--- config.mk ---
export PLATFORM = sky130hd
export DESIGN_NAME = ac_compressor_sequencer
export DESIGN_NICKNAME = d
export VERILOG_FILES = /design/src/rtl/ac_compressor_sequencer.sv
export SDC_FILE = /design/constraint.sdc
export NUM_CORES = 1
export LEC_CHECK = 0
export BUFFER_PORTS_ARGS = -buffer_cell sky130_fd_sc_hd__buf_2
export CELL_PAD_IN_SITES_DETAIL_PLACEMENT = 0
export CELL_PAD_IN_SITES_GLOBAL_PLACEMENT = 1
export CORE_ASPECT_RATIO = 1.1
export CORE_MARGIN = 10
export CORE_UTILIZATION = 25
export CTS_CLUSTER_SIZE = 40
export DETAILED_ROUTE_END_ITERATION = 8
export PLACE_DENSITY_LB_ADDON = 0.1
export SETUP_SLACK_MARGIN = 0.3
export SKIP_CTS_REPAIR_TIMING = 1
export SLEW_MARGIN = 40
export SYNTH_ARGS = -nofsm -noshare
export SYNTH_HDL_FRONTEND = slang
export SYNTH_SLANG_ARGS = --single-unit
--- constraint.sdc ---
create_clock -name clk -period 2.4 [get_ports clk]
set_clock_uncertainty 0.2 [all_clocks]
set_input_delay 0.24 -clock clk [delete_from_list [all_inputs] [get_ports clk]]
set_output_delay 0.24 -clock clk [all_outputs]
set_load 0.005 [all_outputs]
--- src/rtl/ac_compressor_sequencer.sv ---
// AC compressor / fan sequencer: fan pre-run, minimum on-time,
// fan post-run and anti-short-cycle lockout, with immediate abort.
module ac_compressor_sequencer #(
    parameter int CNT_W    = 8,
    parameter int FAN_PRE  = 2,
    parameter int MIN_ON   = 4,
    parameter int FAN_POST = 2,
    parameter int MIN_OFF  = 3
) (
    input  logic       clk,
    input  logic       rst,
    input  logic       tick,
    input  logic       cool_req,
    input  logic       window,
    input  logic       heating_on,
    output logic       fan_on,
    output logic       compressor_on,
    output logic       lockout,
    output logic [2:0] state_o
);

    typedef enum logic [2:0] {
        S_IDLE     = 3'd0,
        S_FAN_PRE  = 3'd1,
        S_COOLING  = 3'd2,
        S_FAN_POST = 3'd3,
        S_LOCKOUT  = 3'd4
    } state_t;

    localparam logic [CNT_W-1:0] LD_PRE  = CNT_W'(FAN_PRE);
    localparam logic [CNT_W-1:0] LD_ON   = CNT_W'(MIN_ON);
    localparam logic [CNT_W-1:0] LD_POST = CNT_W'(FAN_POST);
    localparam logic [CNT_W-1:0] LD_OFF  = CNT_W'(MIN_OFF);

    state_t           state_q, state_d;
    logic [CNT_W-1:0] cnt_q, cnt_d;
    logic             fan_q, fan_d;
    logic             comp_q, comp_d;
    logic             lock_q, lock_d;

    logic             abort;
    logic             cnt_zero;
    logic [CNT_W-1:0] cnt_dec;

    assign abort    = window | heating_on;
    assign cnt_zero = (cnt_q == '0);
    // Counter only moves on a tick and saturates at zero.
    assign cnt_dec  = (tick && !cnt_zero) ? cnt_q - CNT_W'(1) : cnt_q;

    // Next-state, counter load/decrement and output decode of the next state.
    always_comb begin
        state_d = state_q;
        cnt_d   = cnt_q;
        case (state_q)
            S_IDLE: begin
                if (cool_req && !abort) begin
                    state_d = S_FAN_PRE;
                    cnt_d   = LD_PRE;
                end
            end
            S_FAN_PRE: begin
                if (abort || !cool_req) begin
                    state_d = S_IDLE;
                    cnt_d   = '0;
                end else if (cnt_zero) begin
                    state_d = S_COOLING;
                    cnt_d   = LD_ON;
                end else begin
                    cnt_d   = cnt_dec;
                end
            end
            S_COOLING: begin
                if (abort || (!cool_req && cnt_zero)) begin
                    state_d = S_FAN_POST;
                    cnt_d   = LD_POST;
                end else begin
                    cnt_d   = cnt_dec;
                end
            end
            S_FAN_POST: begin
                if (cnt_zero) begin
                    state_d = S_LOCKOUT;
                    cnt_d   = LD_OFF;
                end else begin
                    cnt_d   = cnt_dec;
                end
            end
            S_LOCKOUT: begin
                if (cnt_zero) begin
                    state_d = S_IDLE;
                    cnt_d   = '0;
                end else begin
                    cnt_d   = cnt_dec;
                end
            end
            default: begin
                state_d = S_LOCKOUT;
                cnt_d   = LD_OFF;
            end
        endcase

        fan_d  = (state_d == S_FAN_PRE) || (state_d == S_COOLING) ||
                 (state_d == S_FAN_POST);
        comp_d = (state_d == S_COOLING);
        lock_d = (state_d == S_LOCKOUT);
    end

    // State, counter and registered outputs; reset lands in lockout.
    always_ff @(posedge clk) begin
        if (rst) begin
            state_q <= S_LOCKOUT;
            cnt_q   <= LD_OFF;
            fan_q   <= 1'b0;
            comp_q  <= 1'b0;
            lock_q  <= 1'b1;
        end else begin
            state_q <= state_d;
            cnt_q   <= cnt_d;
            fan_q   <= fan_d;
            comp_q  <= comp_d;
            lock_q  <= lock_d;
        end
    end

    assign fan_on        = fan_q;
    assign compressor_on = comp_q;
    assign lockout       = lock_q;
    assign state_o       = state_q;

endmodule

Word-level counts from Yosys, hierarchy flattened
Cells that the tools add are included.
Widths: inputs -> output; s select.
{ "op_classes": {"n_addsub": 1, "eq_ne": 9, "mux": 15, "bitwise": 1, "reduce_logical": 12} }
{ "op_table": {"columns": ["operator", "count"], "rows": [
  ["$mux 8", 7],
  ["$pmux 8 s5", 1],
  ["$mux 3", 6],
  ["$pmux 3 s5", 1],
  ["$eq 3x2->1 const B", 4],
  ["$logic_not 8->1", 1],
  ["$sub 8x1->8 const B", 1],
  ["$eq 3x1->1 const B", 2],
  ["$eq 3x3->1 const B", 2],
  ["$logic_or 1x1->1", 4],
  ["$logic_and 1x1->1", 3],
  ["$logic_not 1->1", 3],
  ["$logic_not 3->1", 1],
  ["$ne 2x2->1 const B", 1],
  ["$or 1x1->1", 1]
]} }
{ "word_totals": {"reg_bits": 14, "in_bits": 6, "out_inout_bits": 6, "word_cells": 43} }

Depth between registers and ports, before layout
Gate-level depths: netlist of the first run.
{ "logic_depth": {"depth_word": 8, "mapped_depth": 7, "ltp_nobuf": 7} }

Worst setup path after synthesis of the first run
No wires, ideal clock.
{ "synth_timing": {"kind": "register to register", "from": "reg cnt_q[0]", "to": "reg cnt_q[3]", "setup_time_ns": 0.069, "t_arrival_ns": 1.634, "t_required_ns": 2.131, "path_slack_ns": 0.496, "stages_incl_launch_ff": 8, "path_buffers": 0, "synth_period_minus_slack_ns": 1.904, "cell_sequence": "dfxtp_1 inv_1 ha_1 or3b_2 nor2_8 o41ai_1 a21oi_1 o21ai_1"} }
{ "synth_via": {"elab_chain_cells": 7, "elab_cells_between_ends": 13, "cone_classes": "add/sub (1); mux (7); reduce/logical (5)"} }
{ "synth_rtl": {"columns": ["element", "line_no", "source"], "rows": [
  ["from (decl)", "36", "logic [CNT_W-1:0] cnt_q, cnt_d;"],
  ["from (signal assigned)", "118", "cnt_q <= cnt_d;"],
  ["branches (longest 6 deep; another with $sub 8x1->8)", null, null],
  ["$pmux 8 s5 (*)", "54", "case (state_q)"]
]} }
Mark *: on every way between the ends.
A chain may end at the register's enable or synchronous reset.

Final worst setup path of the first run
{ "layout_timing": {"from": "reg cnt_q[5]", "to": "reg comp_q, in the netlist compressor_on"} }
{ "layout_via": {"elab_chain_cells": 6, "elab_cells_between_ends": 10, "cone_classes": "eq/ne (1); mux (6); reduce/logical (3)"} }
{ "layout_rtl": {"columns": ["element", "line_no", "source"], "rows": [
  ["$logic_not 8->1 (*)", "46", "assign cnt_zero = (cnt_q == '0);"],
  ["$logic_and 1x1->1", "73", "if (abort || (!cool_req && cnt_zero)) begin"],
  ["$logic_or 1x1->1", "73", null],
  ["$mux 3", "73", null],
  ["$pmux 3 s5 (*)", "54", null],
  ["$eq 3x2->1 (*)", "104", "comp_d = (state_d == S_COOLING);"],
  ["to (signal assigned)", "120", "comp_q <= comp_d;"],
  ["to (decl)", "38", "logic comp_q, comp_d;"]
]} }
Every way passes the cells marked *; elsewhere a longest branch is shown, timed or not.

==> flow_metrics.tcl, run 1 <==
set metrics [dict create \
    status "finished clean" \
    dpl.hpwl_um 2120 \
    drc 0 \
    r2r_slack_ns 0.41 \
    synth_area_um2 951 \
    firstDrtPassIters 4 \
    r2r-start "cnt_q[5]" \
    slowest_delay_ns 0.64 \
    cp_slowest_cell "or4_4" \
    yosysTopAreaCell "dfxtp_1" \
    nFillCells 418 \
    initial_core_util_pct 26.0 \
    ant_nets 0 \
    whs_endpoint "cnt_q[4]" \
    grt_pass1_vias 974 \
    synth-edff-count 0 \
    clk_pin_slew_ns 0.06 \
    dieArea_um2 6670 \
    die_h_um 84.7 \
    hold_class "input pin to flip-flop" \
    wl_um 2790 \
    min_path_cells 2 \
    postSynthCellCount 117 \
    period_share_pct 82.8 \
    htree_num_levels 1 \
    fmax_mhz 503 \
    cts_buffers 3 \
    vias 932 \
    place.port_buffers 11 \
    cts_tree "done" \
    viasPerCell 5.12 \
    synth-seq-cells 14 \
    yosysSeqAreaShare_pct 29.5 \
    synthDominantCellAreaShare_pct 29.5 \
    synth_area_per_cell_um2 8.13 \
    overflow 0 \
    final_common_cell "dfxtp_1" \
    synth_warnings 0 \
    hold_viol_final 0 \
    async_flop_share_pct 0 \
    critical_path_class "flip-flop to flip-flop" \
    syn_nets 124 \
    relSlewSlack_pct 54.9 \
    drtIter0Drc 71 \
    io_pins 12 \
    grt_antenna_before_repair 0 \
    ys.flop_type "dfxtp_1" \
    grtUsageTotal_pct 8.88 \
    required_ns 2.36 \
    hold_start "rst" \
    synth.area.top_cells "dfxtp_1 29%, nand2_1 4.3%, nor3_1 3.7%, o21ai_0 3.2%, nor2_1 3.2%" \
    max_slew.worst_pin.slew_ns 0.674 \
    final_core_util_pct 31.4 \
    areaGrowthSynthToFinish_pct 20.5 \
    peakVddDrop_mv 0.191 \
    final_cell_mix "14 x dfxtp_1, 11 x nand2_1, 11 x buf_2" \
    routedWlPerCell_um 15.4 \
    cts_buffer_depth 2 \
    crit_arrival_ns 1.95 \
    grt_setup_unrepaired "true" \
    final_layout_size_suffix_gt1_share_pct 22.7 \
    die_x_um 78.8 \
    place.gp.congestion 0.759 \
    crit_chain "or4_4 > nor2_8 > nand2_1 > mux2i_1 > nor4_2" \
    cp-start-kind "flip-flop" \
    p_leak_nw 0.458 \
    clock_sinks 14 \
    synth_cell_types 46 \
    grt_max_degree 11 \
    cap_viol_max_count 0 \
    slew_violations 0 \
    setup_viol 0 \
    nNetsFinal 141 \
    crit_path_end_kind "flip-flop" \
    fin_setup_tns_ns 0 \
    rows 23 \
    min_period_ns 1.99 \
    crit_path_max_fanout 9 \
    grt_pass1_wl_um 4820 \
    clockRootBuffer "clkbuf_8" \
    clock_latency_ns 0.25 \
    rr_worst_depth 5 \
    n_antenna_cell 0 \
    core_area_um2 3650 \
    powerDensity_nw_per_um2 579 \
    regToRegEndpoint "compressor_on" \
]
==> cell type report <==
class,instances,area [um2],share of cell area [%]
Multi-Input combinational cell,92,636,55.5
Sequential cell,14,280,24.5
Timing Repair Buffer,18,108,9.39
Tap cell,50,62.6,5.46
Clock buffer,3,41.3,3.60
Inverter,5,18.8,1.64
==> registers in the layout, summed over array words and instances (netlist names) <==
register,cells
cnt_q,8
compressor_on,1
fan_on,1
lockout,1
state_o,3
==> cell usage after synthesis (all sizes together) (4+ instances only) <==
master,instances
o21ai,7
a21oi,5
nor3b,4
inv,5
nand2,11
nor2b,4
nor4,5
dfxtp,14
nor2,9
nor3,7
==> where the power goes <==
group          switching [mW]  internal (mW)  total [mW]  leakage (nW)
logic                   0.110         0.0840       0.194         0.323
registers              0.0195          0.251       0.271         0.114
clock network          0.0879          0.111       0.199        0.0216
==> worst max-delay path by stage <==
stage	startpoint	to	slack [ns]	cells past startpoint
after floorplan	cnt_q[0]	cnt_q[3]	0.50	7
after global placement	cnt_q[1]	compressor_on	0.29	7
after detailed placement	cnt_q[1]	compressor_on	0.31	7
after CTS	cnt_q[1]	compressor_on	0.29	7
after global routing	cnt_q[1]	compressor_on	0.28	7
final	cnt_q[5]	compressor_on	0.41	5
==> routing by layer <==
| layer | global-route usage [%] | wire length, um | vias up |
|---|---|---|---|
| met3 | 2.67 | 115 | 5 |
| met2 | 14.4 | 1300 | 14 |
| met1 | 10.6 | 1330 | 442 |
| met5 | 0 | 0 | - |
| met4 | 3.43 | 44 | 0 |
| li1 | - | - | 471 |
==> metrics by stage <==
stage	total power, mW	instance area, um2	hold WS, ns	std cells	setup slack (ns)
finish	0.664	1150	0.122	182	0.413
global route	0.703	1150	0.143	182	0.278
global placement	0.465	1080	0.312	179	0.288
detailed placement	0.463	1080	0.294	179	0.306
CTS	0.667	1120	0.105	182	0.292
floorplan	0.412	951	0.260	117	0.496
==> logic make-up after synthesis <==
family | after synthesis | share of synthesized area [%]
xor gates and xnor gates | 1 | 0.921
and+or+nand+nor | 54 | 34.9
adders and majority gates | 1 | 1.32
muxes | 2 | 2.11
buffers and inverters | 11 | 6.05
DFF | 14 | 29.5
AOI/OAI and AO/OA | 34 | 25.3
==> worst max-delay path: cells and delay by family, from the launching register on <==
| family | cells | cell delay (ns) |
|---|---|---|
| AND/OR/NAND/NOR | 4 | 1.17 |
| multiplexers | 1 | 0.16 |
| flip-flops | 1 | 0.37 |
No activity file was read; power rests on OpenSTA's default activity.
==> inputs of run 2 (changes only) <==
==> constraint.sdc (replaced) <==
create_clock -name clk -period 2.06 [get_ports clk]
set_clock_uncertainty 0.2 [all_clocks]
set_input_delay 0.206 -clock clk [delete_from_list [all_inputs] [get_ports clk]]
set_output_delay 0.206 -clock clk [all_outputs]
set_load 0.005 [all_outputs]
==> run 2 against run 1 <==
Effect of this change:
- non-clock buffer count grew 14
- routed wire length up 9.3%
- power rose by 31%
- fmax is 7.2% higher
- critical path type unchanged
==> flow_metrics.tcl, run 2 (same netlist as run 1, synthesis figures left out) <==
set metrics [dict create \
    status "finished clean" \
    rows 23 \
    wl_um 3050 \
    firstDrtPassIters 4 \
    min_path_cells 2 \
    cts_buffer_depth 2 \
    clock_latency_ns 0.25 \
    crit_arrival_ns 1.79 \
    whs_endpoint "state_o[1]" \
    max_slew.worst_pin.slew_ns 0.550 \
    grt_setup_unrepaired "true" \
    cap_viol_max_count 0 \
    r2r-start "cnt_q[5]" \
    cts_buffers 3 \
    final_common_cell "buf_4" \
    overflow 0 \
    clockRootBuffer "clkbuf_8" \
    ant_nets 0 \
    rr_worst_depth 5 \
    final_layout_size_suffix_gt1_share_pct 44.2 \
    clock_sinks 14 \
    fmax_mhz 539 \
    critical_path_class "flip-flop to flip-flop" \
    die_h_um 84.7 \
    grt_antenna_before_repair 0 \
    cp-start-kind "flip-flop" \
    crit_path_max_fanout 5 \
    hold_class "input pin to flip-flop" \
    place.gp.congestion 0.861 \
    slew_violations 0 \
    slowest_delay_ns 0.60 \
    relSlewSlack_pct 63.0 \
    initial_core_util_pct 26.0 \
    drtIter0Drc 69 \
    min_period_ns 1.85 \
    required_ns 1.99 \
    cts_tree "done" \
    regToRegEndpoint "state_o[1]" \
    fin_setup_tns_ns 0 \
    period_share_pct 90.0 \
    io_pins 12 \
    dpl.hpwl_um 2240 \
    core_area_um2 3650 \
    clk_pin_slew_ns 0.06 \
    areaGrowthSynthToFinish_pct 44.2 \
    drc 0 \
    crit_chain "or4_4 > nor2_8 > nand2_4 > mux2i_2 > nor3_2" \
    hold_viol_final 0 \
    grt_pass1_wl_um 4800 \
    peakVddDrop_mv 0.246 \
    startpoint "cnt_q[5]" \
    crit_path_end_kind "flip-flop" \
    final_cell_mix "21 x buf_4, 11 x buf_2, 10 x nand2_1" \
    regMostFlops "cnt_q" \
    grt_pass1_vias 1003 \
    largest_reg_flops 8 \
    die_x_um 78.8 \
    p_leak_nw 0.558 \
    grtUsageTotal_pct 8.84 \
    hold_start "rst" \
    n_antenna_cell 0 \
    cp_slowest_cell "or4_4" \
    setup_viol 0 \
    powerDensity_nw_per_um2 635 \
    htree_num_levels 1 \
    routedWlPerCell_um 15.5 \
    nNetsFinal 156 \
    viasPerCell 5.21 \
    vias 1027 \
    timing.hold.ws_ns 0.104 \
    grt_max_degree 12 \
    r2r_slack_ns 0.21 \
    dieArea_um2 6670 \
    place.port_buffers 11 \
]
-- run 2: cell types whose count changed in the layout (fill, tap and decap cells not counted), sizes merged --
| cell | change |
|---|---|
| buf | +14 |
| nor2 | +1 |
-- run 2: layout make-up --
class	instances	area (um2)
Tap cell	50	62.6
Sequential cell	14	292
Clock buffer	3	41.3
Inverter	5	21.3
Timing Repair Buffer	32	213
Fill cell	408	2280
Multi-Input combinational cell	93	742
-- run 2: worst max-delay path, delay by kind of cell (launching register included) --
kind	cells	cell delay (ns)
mux	1	0.24
flops	1	0.35
simple gates	4	0.95
-- run 2: where the power goes --
part           total (mW)  internal, mW  switching (mW)  leakage (nW)
Sequential          0.321         0.293          0.0282         0.115
Clock               0.237         0.130           0.107        0.0216
Combinational       0.313         0.150           0.163         0.421
Total               0.871         0.573           0.299         0.558
-- run 2: metal layers --
| metal | GRT usage [%] | share of wire (%) | vias to the layer above |
|---|---|---|---|
| met5 | 0 | 0 | - |
| met4 | 2.94 | 1.5 | 0 |
| met3 | 3.20 | 4.9 | 5 |
| met2 | 14.5 | 49 | 20 |
| met1 | 10.3 | 45 | 494 |
| li1 | - | - | 508 |
-- run 2: how the worst max path moves through the flow --
stage	to	slack [ns]	cells past startpoint
after floorplan	state_o[1]	0.27	6
after global placement	cnt_q[3]	0.13	7
after detailed placement	cnt_q[3]	0.06	7
after CTS	cnt_q[3]	0.04	7
after global routing	cnt_q[3]	0.11	7
final	state_o[1]	0.21	5
-- run 2: per-stage QoR --
stage	cells	util (%)	setup slack, ns	instance area, um2	total power, mW
2_1_floorplan	117	-	0.274	980	0.489
5_1_grt	197	37.5	0.109	1370	0.918
3_5_place_dp	188	32.2	0.0585	1180	0.570
4_1_cts	191	33.4	0.0440	1220	0.804
3_3_place_gp	188	32.2	0.132	1180	0.574
6_report	197	37.5	0.206	1370	0.871
==> inputs of run 3 (changes only) <==
--- a/config.mk
+++ b/config.mk
@@ -5,7 +5,6 @@
 export SDC_FILE = /design/constraint.sdc
 export NUM_CORES = 1
 export LEC_CHECK = 0
-export BUFFER_PORTS_ARGS = -buffer_cell sky130_fd_sc_hd__buf_2
 export CELL_PAD_IN_SITES_DETAIL_PLACEMENT = 0
 export CELL_PAD_IN_SITES_GLOBAL_PLACEMENT = 1
 export CORE_ASPECT_RATIO = 1.1
@@ -13,6 +12,7 @@
 export CORE_UTILIZATION = 25
 export CTS_CLUSTER_SIZE = 40
 export DETAILED_ROUTE_END_ITERATION = 8
+export DONT_BUFFER_PORTS = 1
 export PLACE_DENSITY_LB_ADDON = 0.1
 export SETUP_SLACK_MARGIN = 0.3
 export SKIP_CTS_REPAIR_TIMING = 1
==> constraint.sdc (replaced) <==
create_clock -name clk -period 1.9 [get_ports clk]
set_clock_uncertainty 0.2 [all_clocks]
set_input_delay 0.19 -clock clk [delete_from_list [all_inputs] [get_ports clk]]
set_output_delay 0.19 -clock clk [all_outputs]
set_load 0.005 [all_outputs]
==> run 3 against run 2 <==
Effect of this change:
- power rose by 9.6%
- cell count fell by 2.0%
- fmax rose by 0.81%
- highest routed layer unchanged
- the run now ends with negative hold slack left
- first-iteration DRC count fell by 51%
- clock-buffer cell count did not move
- worst setup slack got worse by 0.15 ns
==> flow_metrics.tcl, run 3 (same netlist as run 1, synthesis figures left out) <==
set metrics [dict create \
    status "finished with violations" \
    violations "negative hold slack" \
    crit_path_end_kind "flip-flop" \
    hold_viol_final 2 \
    core_area_um2 3650 \
    regMostFlops "cnt_q" \
    min_period_ns 1.84 \
    cap_viol_max_count 0 \
    cts_buffers 3 \
    hold_class "input pin to flip-flop" \
    wl_um 2930 \
    grtUsageTotal_pct 8.73 \
    timing.hold.ws_ns -0.0169 \
    nNetsFinal 152 \
    cp_slowest_cell "o41ai_4" \
    final_cells 193 \
    final_common_cell "buf_4" \
    areaGrowthSynthToFinish_pct 47.0 \
    clockRootBuffer "clkbuf_8" \
    crit_path_max_fanout 5 \
    ant_nets 0 \
    drtIter0Drc 34 \
    dieArea_um2 6670 \
    htree_num_levels 1 \
    n_antenna_cell 0 \
    post-place-ws_ns -0.0279 \
    clock_latency_ns 0.24 \
    cts_buffer_depth 2 \
    overflow 0 \
    peakVddDrop_mv 0.276 \
    fin_ws_ns 0.0609 \
    fmax_mhz 544 \
    whs_endpoint "state_o[0]" \
    final_cell_mix "26 x buf_4, 10 x nand2_1, 9 x dfxtp_1" \
    critPathBufInv 1 \
    min_path_cells 3 \
    viasPerCell 5.22 \
    required_ns 1.88 \
    largest_reg_flops 8 \
    die_h_um 84.7 \
    vias 1007 \
    slew_violations 0 \
    hold_start "rst" \
    cp-start-kind "flip-flop" \
    grt_max_degree 13 \
    r2r_slack_ns 0.06 \
    routedWlPerCell_um 15.2 \
    period_share_pct 96.8 \
    clk_pin_slew_ns 0.06 \
    grt_pass1_vias 945 \
    firstDrtPassIters 4 \
    grt_setup_unrepaired "true" \
    place.port_buffers 0 \
    max_slew.worst_pin.slew_ns 0.447 \
    grt_antenna_before_repair 0 \
    powerDensity_nw_per_um2 684 \
    final_core_util_pct 38.2 \
    r2r-start "cnt_q[1]" \
    final_layout_size_suffix_gt1_share_pct 44.1 \
    initial_core_util_pct 26.0 \
    crit_arrival_ns 1.82 \
    regToRegEndpoint "cnt_q[3]" \
    rows 23 \
    die_x_um 78.8 \
    rr_worst_depth 7 \
    relSlewSlack_pct 69.8 \
    place.gp.congestion 0.812 \
    crit_chain "inv_2 > ha_4 > or3b_4 > nor2_8 > o41ai_4 > a21oi_1 > o21ai_1" \
    crit_family "compound AO/OA/AOI/OAI gates" \
    slowest_delay_ns 0.43 \
    placed_cells 185 \
    dpl.hpwl_um 2300 \
    clock_sinks 14 \
    fin_setup_tns_ns 0 \
    setup_viol 0 \
    drc 0 \
    critical_path_class "flip-flop to flip-flop" \
    p_leak_nw 0.541 \
    cts_tree "done" \
    grt_pass1_wl_um 4650 \
    io_pins 12 \
]
## run 3: stage by stage
step / cell area, um2 / power, mW
after global placement: 1180 / 0.625
after CTS: 1230 / 0.873
final: 1400 / 0.955
after floorplan: 981 / 0.532
after global routing: 1400 / 1.02
after detailed placement: 1180 / 0.624
## run 3: layout make-up
cell class,count,area [um2]
multi-input combinational,93,772
inverter,5,18.8
timing repair buffer,28,216
fill,389,2260
tap,50,62.6
sequential,14,287
clock buffer,3,41.3
## run 3: tightest hold or removal path, delay by kind of cell
kind | cells | cell delay (ns)
AO/OA/AOI/OAI | 1 | 0.11
AND/OR/NAND/NOR | 2 | 0.08
## run 3: worst max-delay path by stage
stage / startpoint / to / slack, ns / depth (start not counted)
floorplan: cnt_q[5] / state_o[1] / 0.11 / 6
global placement: cnt_q[1] / cnt_q[1] / 0.008 / 8
finish: cnt_q[1] / cnt_q[3] / 0.06 / 7
global route: cnt_q[1] / cnt_q[3] / -0.03 / 7
CTS: cnt_q[1] / cnt_q[3] / -0.04 / 7
detailed placement: cnt_q[1] / cnt_q[3] / -0.03 / 7
## run 3: routing by layer
layer | global-route usage, % | part of all wire, % | vias up
met3 | 3.62 | 6.0 | 5
met4 | 4.40 | 1.7 | 0
met1 | 10.3 | 44 | 482
met2 | 13.2 | 48 | 21
li1 | - | - | 499
met5 | 0 | 0 | -
## run 3: report_power, final
part | switching [mW] | total, mW | internal [mW]
Combinational | 0.176 | 0.364 | 0.188
Clock | 0.105 | 0.245 | 0.140
Sequential | 0.0262 | 0.347 | 0.320
